<file path="config.mk">
export PLATFORM = sky130hd
export DESIGN_NAME = mw_stage_skid
export DESIGN_NICKNAME = d
export VERILOG_FILES = /design/src/rtl/mw_stage_skid_pkg.sv /design/src/rtl/mw_stage_skid_sat_counter.sv /design/src/rtl/mw_stage_skid.sv
export SDC_FILE = /design/constraint.sdc
export NUM_CORES = 1
export LEC_CHECK = 0
export ABC_AREA = 1
export CORE_MARGIN = 4
export CORE_UTILIZATION = 34
export DETAILED_ROUTE_END_ITERATION = 7
export PLACE_DENSITY = 0.61
export SKIP_CTS_REPAIR_TIMING = 1
export SYNTH_ARGS = -nofsm -noshare
export SYNTH_HDL_FRONTEND = slang
export SYNTH_HIERARCHICAL = 1
export SYNTH_SLANG_ARGS = --single-unit
</file>
<file path="constraint.sdc">
create_clock -name CLK -period 1.6 [get_ports CLK]
set_input_delay 0.4 -clock CLK [delete_from_list [all_inputs] [get_ports CLK]]
set_output_delay 0.4 -clock CLK [all_outputs]
set_load 0.01 [all_outputs]
</file>
<file path="src/rtl/mw_stage_skid_pkg.sv">
// mw_stage_skid_pkg: shared definitions for the MEM->WB skid stage.
//   mw_payload_t  - layout of one M->W entry at the default widths
//   MW_CTRL_MASK  - selects the control bits cleared on a bubble
//   mw_gate_ctrl  - applies the bubble gating to a control triple
package mw_stage_skid_pkg;

  localparam int MW_DATA_W = 32;
  localparam int MW_RA_W   = 4;
  localparam int MW_CTRL_W = 3;

  // Field order matches the flattened vector used by the stage:
  // controls in the top bits, destination register in the low bits.
  typedef struct packed {
    logic                 PCSrc;
    logic                 RegWrite;
    logic                 MemtoReg;
    logic [MW_DATA_W-1:0] ReadData;
    logic [MW_DATA_W-1:0] ALUOut;
    logic [MW_RA_W-1:0]   WA3;
  } mw_payload_t;

  // Control bits (PCSrc, RegWrite, MemtoReg) forced low when no valid entry.
  localparam logic [MW_CTRL_W-1:0] MW_CTRL_MASK = 3'b111;

  // Returns the controls unchanged when the entry is valid, masked otherwise.
  function automatic logic [MW_CTRL_W-1:0] mw_gate_ctrl(
    input logic [MW_CTRL_W-1:0] ctrl,
    input logic                 keep
  );
    logic [MW_CTRL_W-1:0] g;
    if (keep) begin
      g = ctrl;
    end else begin
      g = ctrl & ~MW_CTRL_MASK;
    end
    return g;
  endfunction

endpackage

</file>
<file path="src/rtl/mw_stage_skid_sat_counter.sv">
// sat_counter: saturating up-counter with synchronous active-high reset.
//   CLK     - clock
//   RESET   - synchronous clear
//   inc     - count enable for this edge
//   o_count - current count, sticks at all-ones
module sat_counter #(
  parameter int CNT_W = 16
) (
  input  logic             CLK,
  input  logic             RESET,
  input  logic             inc,
  output logic [CNT_W-1:0] o_count
);

  localparam logic [CNT_W-1:0] CNT_MAX = '1;

  logic [CNT_W-1:0] r_count;

  // Count up on inc until the maximum value, then hold.
  always_ff @(posedge CLK) begin
    if (RESET) begin
      r_count <= '0;
    end else if (inc && (r_count != CNT_MAX)) begin
      r_count <= r_count + CNT_W'(1);
    end else begin
      r_count <= r_count;
    end
  end

  assign o_count = r_count;

endmodule

</file>
<file path="src/rtl/mw_stage_skid.sv">
// mw_stage_skid: MEM->WB pipeline register with valid/ready handshake,
// a two-entry (main + skid) buffer, synchronous flush and two saturating
// performance counters.
//   CLK, RESET      - clock, synchronous active-high reset
//   FlushM          - kill held entries and the same-cycle input
//   ValidM / ReadyM - upstream handshake (ReadyM is a flop output)
//   PCSrcM, RegWriteM, MemtoRegM, ReadData, ALUOutM, WA3M - M-stage payload
//   ValidW / ReadyW - downstream handshake
//   PCSrcW, RegWriteW, MemtoRegW, ReadDataW, ALUOutW, WA3W - W-stage payload
//   BubbleCnt       - edges seen with ValidW=0
//   StallCnt        - edges seen with ValidW=1 and ReadyW=0
module mw_stage_skid
  import mw_stage_skid_pkg::*;
#(
  parameter int DATA_W = 32,
  parameter int RA_W   = 4,
  parameter int CNT_W  = 16
) (
  input  logic              CLK,
  input  logic              RESET,
  input  logic              FlushM,
  input  logic              ValidM,
  output logic              ReadyM,
  input  logic              PCSrcM,
  input  logic              RegWriteM,
  input  logic              MemtoRegM,
  input  logic [DATA_W-1:0] ReadData,
  input  logic [DATA_W-1:0] ALUOutM,
  input  logic [RA_W-1:0]   WA3M,
  output logic              ValidW,
  input  logic              ReadyW,
  output logic              PCSrcW,
  output logic              RegWriteW,
  output logic              MemtoRegW,
  output logic [DATA_W-1:0] ReadDataW,
  output logic [DATA_W-1:0] ALUOutW,
  output logic [RA_W-1:0]   WA3W,
  output logic [CNT_W-1:0]  BubbleCnt,
  output logic [CNT_W-1:0]  StallCnt
);

  // Flattened entry, same field order as mw_payload_t.
  localparam int PAY_W = MW_CTRL_W + 2 * DATA_W + RA_W;
  localparam int CTL_H = PAY_W - 1;

  logic [PAY_W-1:0] w_in;
  logic             w_accept;
  logic             w_can_load;

  logic [PAY_W-1:0] r_main;
  logic             r_valid_w;
  logic [PAY_W-1:0] r_skid;
  logic             r_skid_valid;
  logic             r_ready_m;

  assign w_in       = {PCSrcM, RegWriteM, MemtoRegM, ReadData, ALUOutM, WA3M};
  assign w_accept   = ValidM & r_ready_m;
  // Main may be overwritten when it is empty or being consumed this edge.
  assign w_can_load = ~r_valid_w | ReadyW;

  // Main/skid buffer state; reset beats flush, flush beats normal flow.
  always_ff @(posedge CLK) begin
    if (RESET) begin
      r_main       <= '0;
      r_valid_w    <= 1'b0;
      r_skid       <= '0;
      r_skid_valid <= 1'b0;
      r_ready_m    <= 1'b1;
    end else if (FlushM) begin
      // Data fields hold; only the controls are cleared.
      r_main[CTL_H -: MW_CTRL_W] <= mw_gate_ctrl(r_main[CTL_H -: MW_CTRL_W], 1'b0);
      r_valid_w    <= 1'b0;
      r_skid_valid <= 1'b0;
      r_ready_m    <= 1'b1;
    end else if (w_can_load) begin
      if (r_skid_valid) begin
        // Older skid entry always drains first to keep FIFO order.
        r_main    <= r_skid;
        r_valid_w <= 1'b1;
      end else if (w_accept) begin
        r_main    <= w_in;
        r_valid_w <= 1'b1;
      end else begin
        r_main[CTL_H -: MW_CTRL_W] <= mw_gate_ctrl(r_main[CTL_H -: MW_CTRL_W], 1'b0);
        r_valid_w <= 1'b0;
      end
      r_skid_valid <= 1'b0;
      r_ready_m    <= 1'b1;
    end else if (w_accept) begin
      // Downstream stalled with main full: park the input in the skid.
      r_skid       <= w_in;
      r_skid_valid <= 1'b1;
      r_ready_m    <= 1'b0;
    end else begin
      r_ready_m <= ~r_skid_valid;
    end
  end

  assign ReadyM    = r_ready_m;
  assign ValidW    = r_valid_w;
  assign PCSrcW    = r_main[CTL_H];
  assign RegWriteW = r_main[CTL_H-1];
  assign MemtoRegW = r_main[CTL_H-2];
  assign ReadDataW = r_main[2*DATA_W+RA_W-1 -: DATA_W];
  assign ALUOutW   = r_main[DATA_W+RA_W-1 -: DATA_W];
  assign WA3W      = r_main[RA_W-1:0];

  sat_counter #(.CNT_W(CNT_W)) u_bubble_cnt (
    .CLK    (CLK),
    .RESET  (RESET),
    .inc    (~r_valid_w),
    .o_count(BubbleCnt)
  );

  sat_counter #(.CNT_W(CNT_W)) u_stall_cnt (
    .CLK    (CLK),
    .RESET  (RESET),
    .inc    (r_valid_w & ~ReadyW),
    .o_count(StallCnt)
  );

endmodule

</file>
==> run summary, run 1 <==
First-pass GRT wire length = 37.81 mm
Post-DRT Antenna Nets = 0
DR vias = 8382
Die X = 167.0 um
Slew @ Worst Pin = 0.3783 ns
Ports = 181
Tightest Hold Check Type = register to register
Critical Setup Path Class = input port to register
Slew HR = 74.78%
Post-synthesis cell count = 1375
Routed wire per std cell = 12.07 um
Fin nets = 1613
Cells after DPL = 1838
Initial antenna violation count = 0
Max Root-Sink Buffers = 2
GP Congestion = 0.8639
CTS Buf Count = 17
Syn Std Cell Area = 0.008598 mm^2
Initial core utilization = 34.95%
Skew-Pair Late Insertion Delay = 0.43 ns
Kind of end point of the critical path = register
GRT Util Overall = 16.08%
Peak supply drop = 502.2 uV
Total power = 0.01013 W
Post-synthesis average cell area = 6.253 um^2
Number of synthesized register bits = 177
Num Clock Sinks = 177
Worst EP arrival = 1.82 ns
TritonCTS clock tree = built
Yosys warnings = 6
Via/cell ratio = 4.478
Initial DRC Count = 540
Status = completed
Most frequent cells in the layout = 378 x nand2_1, 350 x nor2_1, 162 x inv_1
Clk Tree Root Cell = clkbuf_16
Leakage = 6.785 nW
Crit start category = input port
Fin cells = 1872
Fmax = 683.6 MHz
Port Buf Inserts = 180
Largest net degree at the start of global routing = 73
Die footprint = 0.02790 mm^2
Drt first pass iters = 5
Slew Viols, Final = 0
Commonest non-fill, non-tap cell in the layout = nand2_1
Height of the die = 167.0 um
Post-synth net total = 1453
Final Hold Viols = 0
P per Cell Area = 863.6 mW/mm^2
Setup TNS = 0 ns
Rows = 57
Gr ovfl total = 0
Worst slack, placed = -0.3900 ns
Hpwl dp = 15.29 mm
Final WL = 22.59 mm
Max-capacitance violation count = 0
H-Tree Level Count = 4
Diode count = 0
Final worst slack = 0.1372 ns
Clock-pin slew of the registers on the worst-case setup and hold paths = 0.06 ns
Final setup vio count = 0
Layout Skew = 0.007522 ns
Final Critical Period = 1.463 ns
Fill cells = 2544
Core area = 0.02460 mm^2
Area growth, synth to finish = 36.41%
Share of layout cells above drive strength 1 = 8.333%
Sequential fraction of the synthesis area = 41.21%
CP max FO = 40
Req. time, crit path = 1.96 ns
Fin crit share = 91.43%
Cell variety after synth = 23
DRC Markers = 0
Vias in the first global route = 7747
-- worst max-delay path, cell delays in order --
cell and delay (ns):
clkdlybuf4s50_1 0.44, inv_1 0.07, nand2_1 0.08, buf_6 0.16
nor3_4 0.21, buf_12 0.27, nor2_1 0.06, nor2_1 0.11
-- area by class of cell --
type	instances	area, um^2	share of cell area (%)
sequential	177	3578	30.51
timing repair buffer	213	2491	21.24
multi-input combinational	960	4040	34.45
clock buffer	18	439.2	3.744
tap	324	405.4	3.456
inverter	166	629.4	5.366
clock inverter	14	145.1	1.237
-- synth_stat cells --
library cell  number  area (um^2)
nand2_1          378         1419
nor2_1           350         1314
dfxtp_1          177         3543
inv_1            165        619.3
nand3_1           96        480.5
o21ai_0           74        370.4
buf_2             28        140.1
nor2_2            21        131.4
a21oi_1           17        85.08
clkbuf_1          15        56.30
buf_1             13        48.80
buf_6             13        146.4
nand4_1            6        37.54
nand2_2            5        31.28
nor2_4             4        45.04
clkbuf_4           2        15.01
ha_1               2        25.02
nor2_8             2        40.04
nor3_1             2        10.01
or2_0              2        12.51
buf_4              1        7.510
inv_2              1        3.750
nor3_4             1        16.27
-- path summary, 6_finish.rpt --
kind	start	end	slack [ns]	cells past startpoint
setup reg to reg	u_bubble_cnt/o_count[1]	u_bubble_cnt/o_count[12]	0.17	8
hold reg to reg	r_skid[19]	r_skid[19]	0.48	2
setup / recovery	ReadyW	r_skid[13]	0.14	8
hold / removal	r_skid[19]	r_skid[19]	0.48	2
-- metrics by stage --
stage	instance area, um^2	utilization [%]	hold WS [ns]
final	11730	47.67	0.4817
after global routing	11730	47.67	0.5038
after CTS	11410	46.36	0.4864
after detailed placement	10820	43.99	0.4718
after global placement	10820	43.99	0.4623
after floorplan	8598	-	0.4547
-- layer usage --
| metal | global-route usage, % | share of wire, % | vias to the layer above | wire [um] |
|---|---|---|---|---|
| li1 | - | - | 4450 | - |
| met1 | 21.61 | 48 | 3732 | 10800 |
| met2 | 25.29 | 45 | 179 | 10080 |
| met3 | 4.669 | 6.0 | 21 | 1361 |
| met4 | 4.447 | 1.5 | 0 | 346 |
| met5 | 0 | 0 | - | 0 |
-- registers in the layout, indices dropped and copies added (netlist names) --
register / cells
r_main: 71
ReadyM: 1
u_stall_cnt/o_count: 16
ValidW: 1
r_skid: 71
u_bubble_cnt/o_count: 16
r_skid_valid: 1
-- report_power, final --
part           switching (W)  total (W)  internal (W)
clock                0.00193    0.00417       0.00224
sequential         0.0000924    0.00466       0.00457
combinational       0.000666    0.00129      0.000627
total                0.00269     0.0101       0.00744
-- logic make-up after synthesis --
family	synth area share (%)
compound gates	5.297
simple gates	41.14
flops	41.21
buf+inv	12.06
fa+ha+maj	0.2910
Note: power is estimated with default switching activity, not from simulation.
==> run 2, diff against run 1 <==
--- a/config.mk
+++ b/config.mk
@@ -6,7 +6,7 @@
 export NUM_CORES = 1
 export LEC_CHECK = 0
 export ABC_AREA = 1
-export CORE_MARGIN = 4
+export CORE_MARGIN = 1
 export CORE_UTILIZATION = 34
 export DETAILED_ROUTE_END_ITERATION = 7
 export PLACE_DENSITY = 0.61
==> run 2 against run 1 <==
Flip-flop and latch count is the same. Hold slack lost 0.00084 ns. Wire length shrank 0.87%. Final cell count grew 0.16%. Clock power shrank 3%. Register-to-register slack is essentially flat. Count of clock-buffer cells in the layout grew 3. Cell area grew 0.17%. Global-route usage grew 1.5 points. Critical path type is now register to output pin.
==> run summary, run 2 (synthesis results as in run 1) <==
Slew HR = 75.82% (+1.0 points)
H-Tree Level Count = 4 (unchanged)
P per Cell Area = 850.7 mW/mm^2 (-1.5%)
Die X = 161.0 um (-3.6%)
Worst EP arrival = 1.06 ns (-0.76 ns)
First-pass GRT wire length = 36.87 mm (-2.5%)
DR vias = 8347 (-0.42%)
RSZ-0062 raised after global routing = no
Largest net degree at the start of global routing = 63 (-14%)
Fin nets = 1616 (+0.19%)
Rows = 57 (unchanged)
Final setup vio count = 0 (unchanged)
Max incr delay on CP = 0.34 ns (-0.10 ns)
Area growth, synth to finish = 36.64%
Gr ovfl total = 0 (unchanged)
Clk Tree Root Cell = clkbuf_16
Final Cell Area = 0.01175 mm^2 (+0.17%)
Core area = 0.02453 mm^2 (-0.29%)
Post-DRT Antenna Nets = 0 (unchanged)
Fill cells = 2529 (-0.59%)
Initial antenna violation count = 1 (+1)
CP max FO = 4 (-90%)
Via/cell ratio = 4.452 (-0.58%)
Cell with the largest stage delay on the worst path = dfxtp_2
Final Hold Viols = 0 (unchanged)
Initial core utilization = 35.05% (+0.10 points)
Diode count = 0 (unchanged)
Share of layout cells above drive strength 1 = 8.446% (+0.11 points)
Ports = 181 (unchanged)
Slew @ Worst Pin = 0.3627 ns (-0.01554 ns)
CTS Buf Count = 17 (unchanged)
Final worst slack = 0.1373 ns (+0.00009400 ns)
Max-capacitance violation count = 0 (unchanged)
Drt first pass iters = 5 (unchanged)
Register area = 0.003583 mm^2 (+0.14%)
Kind of end point of the critical path = output pin
Peak supply drop = 570.9 uV (+14%)
Vias in the first global route = 7433 (-4.1%)
Most frequent cells in the layout = 378 x nand2_1, 350 x nor2_1, 162 x inv_1
Die footprint = 0.02593 mm^2 (-7.1%)
DRC Markers = 0 (unchanged)
Fmax = 683.7 MHz (about the same)
GRT Util Overall = 17.54% (+1.5 points)
Num Clock Sinks = 177 (unchanged)
Tightest Hold Check Type = register to register
Slew Viols, Final = 0 (unchanged)
Hpwl dp = 14.72 mm (-3.7%)
Fin crit share = 91.42% (about the same)
Critical Setup Path Class = register to output pin
Final WL = 22.40 mm (-0.87%)
CP top delay family = flip-flops
Top flop regs = r_main: 71 flops, r_skid: 71 flops
TritonCTS clock tree = built
Height of the die = 161.0 um (-3.6%)
Setup TNS = 0 ns (unchanged)
Status = completed
Skew-Pair Late Insertion Delay = 0.43 ns (about the same)
CP cell instances = buf_4 > dlymetal6s2s_1
Final Critical Period = 1.463 ns (-0.00009400 ns)
Worst slack, placed = -0.3073 ns (+0.08272 ns)
Placed inst area = 0.01087 mm^2 (+0.44%)
Crit start category = register
Commonest non-fill, non-tap cell in the layout = nand2_1
Layout Skew = 0.01232 ns (+0.004796 ns)
Clock-pin slew of the registers on the worst-case setup and hold paths = 0.07 ns (about the same)
Max Root-Sink Buffers = 2 (unchanged)
Multi-input logic area = 0.004040 mm^2 (unchanged)
GP Congestion = 0.8803 (+1.9%)
Worst path bufs/invs = 2 (-2)
Initial DRC Count = 557 (+3.1%)
Req. time, crit path = 1.20 ns (-0.76 ns)
Port Buf Inserts = 180 (unchanged)
Routed wire per std cell = 11.95 um (-1.0%)
Leakage = 6.803 nW (+0.26%)
==> run 2: cell types whose count changed in the layout (fill, tap and decap cells not counted), moves of 2 or more <==
cell,change
inv_8,-4
buf_4,+2
clkinv_2,+2
clkinvlp_4,-3
clkbuf_1,+3
buf_12,+2
clkinv_4,+3
dfxtp_1,-2
==> run 2: per-layer routing <==
layer / share of wire, % / track usage (%) / up-vias
met1: 48 / 23.25 / 3685
met3: 6.6 / 4.545 / 17
li1: - / - / 4460
met5: 0.058 / 0 / -
met4: 0.99 / 4.846 / 2
met2: 44 / 28.08 / 183
==> run 2: final timing paths <==
path	from	endpoint	slack, ns	cells past startpoint
min reg2reg	r_skid[15]	r_skid[15]	0.48	2
max reg2reg	u_stall_cnt/o_count[1]	u_stall_cnt/o_count[12]	0.16	8
max	u_stall_cnt/o_count[0]	StallCnt[0]	0.14	2
min	r_skid[15]	r_skid[15]	0.48	2
==> run 2: power breakdown <==
group | switching (W) | total (W) | internal (W)
clock | 0.00184 | 0.00404 | 0.00220
combinational | 0.000662 | 0.00130 | 0.000634
sequential | 0.0000936 | 0.00466 | 0.00457
total | 0.00259 | 0.0100 | 0.00740
==> run 2: worst register-to-register path: stages, from the launching register on <==
cell and delay, ns:
dfxtp_1 0.39, ha_1 0.19, inv_1 0.07, nor2_4 0.15
nand2_2 0.12, nor2_2 0.15, nand2_1 0.08, nor3_1 0.14
nor2_1 0.05
==> run 2: layout make-up <==
| cell class | instances | share of cell area, % |
|---|---|---|
| multi-input cells | 960 | 34.39 |
| flip-flops and latches | 177 | 30.50 |
| clock buffers | 21 | 3.834 |
| clock inverters | 11 | 0.8946 |
| repair buffers | 216 | 21.58 |
| inverters | 166 | 5.357 |
| well taps | 324 | 3.450 |
==> run 2: per-stage QoR <==
| step | hold WS (ns) | util, % | total power [W] | cells |
|---|---|---|---|---|
| floorplan | 0.4547 | - | 0.005431 | 1375 |
| global placement | 0.4622 | 44.31 | 0.006099 | 1841 |
| detailed placement | 0.4708 | 44.31 | 0.006108 | 1841 |
| CTS | 0.4852 | 46.57 | 0.01018 | 1873 |
| global route | 0.5027 | 47.89 | 0.01048 | 1875 |
| finish | 0.4809 | 47.89 | 0.009995 | 1875 |
